$ cat src/rtl/diff_stream_codec.sv
// Streaming differential encoder/decoder for base-2^B digit strands.
// Optional DIFF_STATS_EN adds beat/strand counters with a synchronous clear.
module diff_stream_codec #(
  parameter int N = 100,
  parameter int B = 2
) (
  input  logic         clk,
  input  logic         rst_n,
  input  logic         s_valid,
  output logic         s_ready,
  input  logic [N*B-1:0] s_data,
  input  logic         s_first,
  input  logic         s_last,
  input  logic         s_mode,
  output logic         m_valid,
  input  logic         m_ready,
  output logic [N*B-1:0] m_data,
`ifdef DIFF_STATS_EN
  input  logic         stat_clr,
  output logic [31:0]  stat_beats,
  output logic [31:0]  stat_strands,
`endif
  output logic         m_last
);

  localparam int W = N * B;

  logic         m_valid_q;
  logic [W-1:0] m_data_q;
  logic         m_last_q;
  logic [B-1:0] carry_q;
  logic         open_q;

  logic [W-1:0] data_d;
  logic [B-1:0] carry_d;
  logic [B-1:0] prev;
  logic [B-1:0] acc;
  logic [B-1:0] din;
  logic [B-1:0] last_in;
  logic         accept;

  assign s_ready = !m_valid_q || m_ready;
  assign accept  = s_valid && s_ready;
  assign m_valid = m_valid_q;
  assign m_data  = m_data_q;
  assign m_last  = m_last_q;

  // Walk digits in time order; acc is the decode ripple, last_in the raw
  // predecessor used for encode.
  always_comb begin
    prev    = (s_first || !open_q) ? '0 : carry_q;
    acc     = prev;
    last_in = prev;
    din     = '0;
    data_d  = '0;
    for (int i = N - 1; i >= 0; i--) begin
      din = s_data[B*i +: B];
      if (s_mode) begin
        acc = acc + din;
        data_d[B*i +: B] = acc;
      end else begin
        data_d[B*i +: B] = din - last_in;
      end
      last_in = din;
    end
    carry_d = s_mode ? acc : s_data[B-1:0];
  end

  always_ff @(posedge clk or negedge rst_n) begin
    if (!rst_n) begin
      m_valid_q <= 1'b0;
      m_data_q  <= '0;
      m_last_q  <= 1'b0;
      carry_q   <= '0;
      open_q    <= 1'b0;
    end else begin
      if (accept) begin
        m_valid_q <= 1'b1;
        m_data_q  <= data_d;
        m_last_q  <= s_last;
        carry_q   <= s_last ? '0 : carry_d;
        open_q    <= !s_last;
      end else if (m_ready) begin
        m_valid_q <= 1'b0;
      end
    end
  end

`ifdef DIFF_STATS_EN
  logic [31:0] beats_q;
  logic [31:0] strands_q;

  always_ff @(posedge clk or negedge rst_n) begin
    if (!rst_n) begin
      beats_q   <= '0;
      strands_q <= '0;
    end else if (stat_clr) begin
      beats_q   <= '0;
      strands_q <= '0;
    end else if (accept) begin
      beats_q <= beats_q + 32'd1;
      if (s_last) strands_q <= strands_q + 32'd1;
    end
  end

  assign stat_beats   = beats_q;
  assign stat_strands = strands_q;
`endif

endmodule

$ cat config.mk
export PLATFORM = sky130hd
export DESIGN_NAME = diff_stream_codec
export DESIGN_NICKNAME = d
export VERILOG_FILES = /design/src/rtl/diff_stream_codec.sv
export SDC_FILE = /design/constraint.sdc
export NUM_CORES = 1
export LEC_CHECK = 0
export BUFFER_PORTS_ARGS = -buffer_cell sky130_fd_sc_hd__buf_2
export CORE_MARGIN = 2
export CORE_UTILIZATION = 50
export CTS_CLUSTER_SIZE = 16
export DETAILED_ROUTE_END_ITERATION = 10
export HOLD_SLACK_MARGIN = 0.15
export PLACE_DENSITY = 0.8
export RECOVER_POWER = 25
export REMOVE_ABC_BUFFERS = 1
export SKIP_CTS_REPAIR_TIMING = 1
export SYNTH_ARGS = -nofsm -noshare
export SYNTH_HDL_FRONTEND = slang
export SYNTH_SLANG_ARGS = --single-unit
$ cat constraint.sdc
create_clock -name clk -period 57.1 [get_ports clk]
set_clock_uncertainty 0.2 [all_clocks]
set_input_delay 2.855 -clock clk [delete_from_list [all_inputs] [get_ports clk]]
set_output_delay 2.855 -clock clk [all_outputs]
set_load 0.02 [all_outputs]
Word-level counts from Yosys, hierarchy flattened:

Index checks and enable logic that the tools add are counted.

* register bits: 205
* latch bits: 0
* RAM bits: 0
* memory bits (read-only): 0
* output and inout port bits: 203
* word-level logic and storage cells: 416
* memories kept: 0

* add/subtract/negate cells: 200
* $mul: 0
* divide/modulo/power cells: 0
* magnitude comparators: 0
* eq/ne operators: 0
* shift-type cells: 0
* multiplexer cells: 204
* bitwise logic cells: 0
* reduce and logical (&&, ||, !) cells: 7

Operator list (number)
* $mux W2: 202
* $add A2 B2 Y2: 100
* $sub A2 B2 Y2: 100
* $logic_not A1 Y1: 3
* $logic_or A1 B1 Y1: 2
* $mux W1: 2
* $reduce_bool A2 Y1: 1
* $logic_and A1 B1 Y1: 1

Logic depth before layout (Yosys ltp):

* word-level depth: 204
* mapped depth: 305
* depth with buffers taken out: 302

Least setup slack after synthesis:

No wires, ideal clock.

* kind: input-to-reg
* start: in s_mode
* end: reg carry_q[1]
* setup time: 0.077 ns
* data arrival time: 43.993 ns
* required time: 56.823 ns
* path slack: 12.830 ns
* stages: 304
* buffers on the path: 4
* cells stage by stage: clkbuf_1 > inv_1 > clkbuf_1 > clkbuf_1 > clkbuf_1 > o21ai_0 > ha_1 > nand2_1 > nand2_1 > ha_1 > nand2_1 > nand2_1 > ha_1 > nand2_1 > nand2_1 > ha_1 > nand2_1 > nand2_1 > (+268 left out) > nand2_1 > nand2_1 > ha_1 > nand2_1 > nand2_1 > ha_1 > nand2_1 > nand2_1 > ha_1 > xnor2_1 > xnor2_1 > xnor3_1 > xnor3_1 > xnor3_1 > xnor2_1 > xnor2_1 > nand2_1 > a21oi_1

* word-level cells in the longest chain between the ends: 200

Ends and longest elaborated chain
* start, declared: RTL line 14 `input logic s_mode,`
* $mux W2: RTL line 58 `if (s_mode) begin`
* $add A2 B2 Y2: RTL line 59 `acc = acc + din;`
* $mux W2: RTL line 58
* $add A2 B2 Y2: RTL line 59
* $mux W2: RTL line 58
* $add A2 B2 Y2: RTL line 59
* $mux W2: RTL line 58
* $add A2 B2 Y2: RTL line 59
* (+184 left out)
* $mux W2: RTL line 58
* $add A2 B2 Y2: RTL line 59
* $mux W2: RTL line 58
* $add A2 B2 Y2: RTL line 59
* $mux W2: RTL line 58
* $add A2 B2 Y2: RTL line 59
* $mux W2 *: RTL line 66 `carry_d = s_mode ? acc : s_data[B-1:0];`
* $mux W2 *: RTL line 81 `carry_q <= s_last ? '0 : carry_d;`
* end signal, assigned: RTL line 81
* end, declared: RTL line 31 `logic [B-1:0] carry_q;`

Mark *: on every way between the ends. The rest lies on a longest branch, timed or not.
A chain may end at the register's enable or synchronous reset.

Worst setup path after layout:

Same ends and word-level chain as after synthesis.

==> summary.md <==
| Metric | Value |
|---|---|
| Uppermost routed layer | met5 |
| Switching power | 0.643 mW |
| Number of endpoints failing setup at the final stage | 0 |
| Std-Cell Rows | 68 |
| Total placed instance area | 0.0201 mm^2 |
| Number of buffers created by CTS | 27 |
| Termination of the worst setup path | carry_q[1] |
| TritonCTS clock tree | built |
| Area Overhead vs Synth | 18.9% |
| Global-route total usage across every layer | 27.1% |
| CTS HTree Levels | 1 |
| Nature of the critical path startpoint | input port |
| Initial detailed-routing violation count | 616 |
| Clk network pwr share | 12.9% |
| Number of cells produced by synthesis | 1999 |
| Min cycle time layout | 49.07 ns |
| Starting Density | 51.0% |
| Cell types occupying the most area after synthesis | sky130_fd_sc_hd__dfrtp_1, sky130_fd_sc_hd__ha_1, sky130_fd_sc_hd__xnor2_1 |
| Arrival @ worst endpoint | 49.34 ns |
| Number of buffers added on ports | 409 |
| Number of enable flip-flop cells after synthesis | 0 |
| Maximum number of pins on one net before global-route repair | 99 |
| Library cell contributing the largest single delay on the critical path | sky130_fd_sc_hd__buf_4 |
| Final Power | 1.42 mW |
| Later-pin clock latency in the skew report | 0.55 ns |
| Remaining design rule violation count | 0 |
| Synth Warn # | 0 |
| Detail-routed net length per standard cell | 17.7 um |
| Clock root cell | sky130_fd_sc_hd__clkbuf_16 |
| Clk pin slew, worst setup/hold paths | 0.06 ns |
| Internal power summed over all cells | 0.779 mW |
| Commonest cells after routing, fill and taps aside | sky130_fd_sc_hd__nand2_1, sky130_fd_sc_hd__buf_2, sky130_fd_sc_hd__xnor2_1 |
| Drt total wl | 50000 um |
| Share of the cycle needed by the critical path after routing | 85.9% |
| Pleak | 11.3 nW |
| Most common library cell in the layout ignoring fill and taps | sky130_fd_sc_hd__nand2_1 |
| Floorplan Core Area | 0.0347 mm^2 |
| Setup TNS Final | 0 ns |
| GR Overflow Total | 0 |
| Cell taking the most area after synthesis | sky130_fd_sc_hd__dfrtp_1 |
| Crit path launch | s_mode |
| Fill cell total of the finished layout | 2927 |
| Critical register-to-register path endpoint | carry_q[1] |
| Actual transition at the worst max-transition pin | 5.78 ns |
| Via count of the first global-routing pass | 15300 |
| Worst R2R Setup Slack | 10.28 ns |
| Comb pwr share | 71.6% |
| Sequential cell area fraction in the yosys report | 29.0% |
| Met3 Routed Length | 4210 um |
| Power density normalized to cell area | 67.6 mW/mm^2 |
| Post-detailed-placement half-perimeter wirelength | 38100 um |
| Largest voltage drop on the vdd net | 51.4 uV |
| Post-synthesis async set-or-reset flop share | 100% |
| Die footprint | 0.0369 mm^2 |
| Synth top area share | 29.0% |
| Clock net sink count | 205 |
| Antenna violations before repair | 12 |
| Average vias per placed instance | 5.27 |
| Required arrival time at the worst endpoint | 57.38 ns |
| Reg2reg path depth | 299 |
| Amount of wire on met2 after detailed routing | 24000 um |
| Number of violations of the max-capacitance limit | 3 |
| Wire length on met1 | 19900 um |
| Worst Path Max Fanout | 66 |
| Crit path capture type | flop |
| Utilization of the core after routing | 60.6% |
| Count of nets after finishing | 2758 |
| Final standard cell area without fillers | 0.0211 mm^2 |
| X dimension of the die | 192 um |
| Top FF cell, synth | sky130_fd_sc_hd__dfrtp_1 |
| Unique masters post-synth | 46 |
| Final weighted congestion in routability-driven placement | 0.867 |
| Pre-Repair DR Iteration Count | 7 |
| Final max-slew violation count | 210 |
| Worst R2R Start | open_q |
| Global-route wire length before repair | 79100 um |
| Max Freq | 0.0204 GHz |
| Boundary pin count | 410 |
| Share of post-route cells with drive strength above 1 | 20.9% |
| Setup repair after global routing missed its margin | false |
| Sequential cell fraction of total power | 15.5% |
| Height of the die | 192 um |
| Critical Setup Path Class | input port to flop |
| Number of hold violations in the final report | 0 |
| Buffers from clock root to sink, at most | 3 |
| Netlist area before placement | 0.0177 mm^2 |
| Synthesized flop and latch total | 205 |
| Antenna Nets Post-Route | 0 |
| Switching part of the total power | 45.2% |
| Outcome | complete, but fails checks |
| Vias | 14900 |
| Violated checks | capacitance limit, slew limit |
| Post-synthesis area per instance | 8.86 um^2 |
| Relative slew slack | -285% |
| CP max stage delay | 0.67 ns |
| Path category of the worst min-delay check | flop to flop |
| CP dominant cell by count | sky130_fd_sc_hd__nand2_1 |
## metal layers
layer  global-route usage [%]  vias up
li1                         -     7299
met2                     47.5      480
met5                        0        -
met4                     10.2       10
met1                     31.7     7026
met3                     7.16      112
## cell families after synthesis
kind of cell	count (synthesis)	share of synthesized area, %
flops	205	29.0
mux	21	1.20
fa+ha+maj	200	14.1
xor+xnor	455	27.6
buf+inv	203	4.35
compound gates	329	10.9
simple gates	586	12.9
## worst min path at each step
stage | start | cells after the start | slack, ns | endpoint
6_report | m_data[184] | 2 | 0.26 | m_data[184]
5_1_grt | m_data[158] | 2 | 0.28 | m_data[158]
2_1_floorplan | carry_q[0] | 2 | 0.24 | carry_q[0]
4_1_cts | m_data[78] | 2 | 0.26 | m_data[78]
3_3_place_gp | m_data[154] | 2 | 0.25 | m_data[154]
3_5_place_dp | m_data[78] | 2 | 0.25 | m_data[78]
## state kept, by name (all words and copies together) (netlist names)
signal	count
m_data	200
carry_q	2
m_last	1
m_valid	1
open_q	1
## critical path: cells and delay by family
| kind | cells | cell delay (ns) |
|---|---|---|
| xor gates and xnor gates | 8 | 2.15 |
| buffers and inverters | 3 | 0.95 |
| adders and majority gates | 96 | 28.69 |
| and+or+nand+nor | 191 | 14.32 |
| AOI/OAI and AO/OA | 2 | 0.32 |
## stage by stage
step	setup WS, ns	hold slack [ns]	cells
final	8.03	0.259	2833
after global routing	3.85	0.284	2829
after CTS	7.81	0.263	2826
after detailed placement	7.56	0.251	2777
after global placement	8.80	0.246	2777
after floorplan	3.78	0.241	1897
## synthesized netlist by cell type, drive strengths merged (46+ instances only)
library cell and number:
o211ai 46, inv 101, xnor2 266, ha 200, a21oi 46, xnor3 52
nand2 493, xor2 133, o21ai 169, nor2 68, dfrtp 205, clkbuf 88
## area by class of cell
type / instances / area (um^2) / share of cell area (%)
clock inverter: 13 / 196 / 0.933
antenna: 7 / 17.5 / 0.0832
inverter: 101 / 379 / 1.80
clock buffer: 36 / 759 / 3.61
multi-input combinational: 1591 / 11800 / 56.2
timing repair buffer: 425 / 2170 / 10.3
sequential: 205 / 5130 / 24.4
tap: 455 / 569 / 2.70
## power groups by stage
stage	clock, mW	combinational [mW]	sequential, mW
after global routing	0.192	1.11	0.226
after floorplan	0	0.732	0.276
after detailed placement	0	1.02	0.222
after CTS	0.187	1.03	0.221
after global placement	0	0.994	0.220
final	0.184	1.02	0.221
No activity file was read; power rests on OpenSTA's default activity.
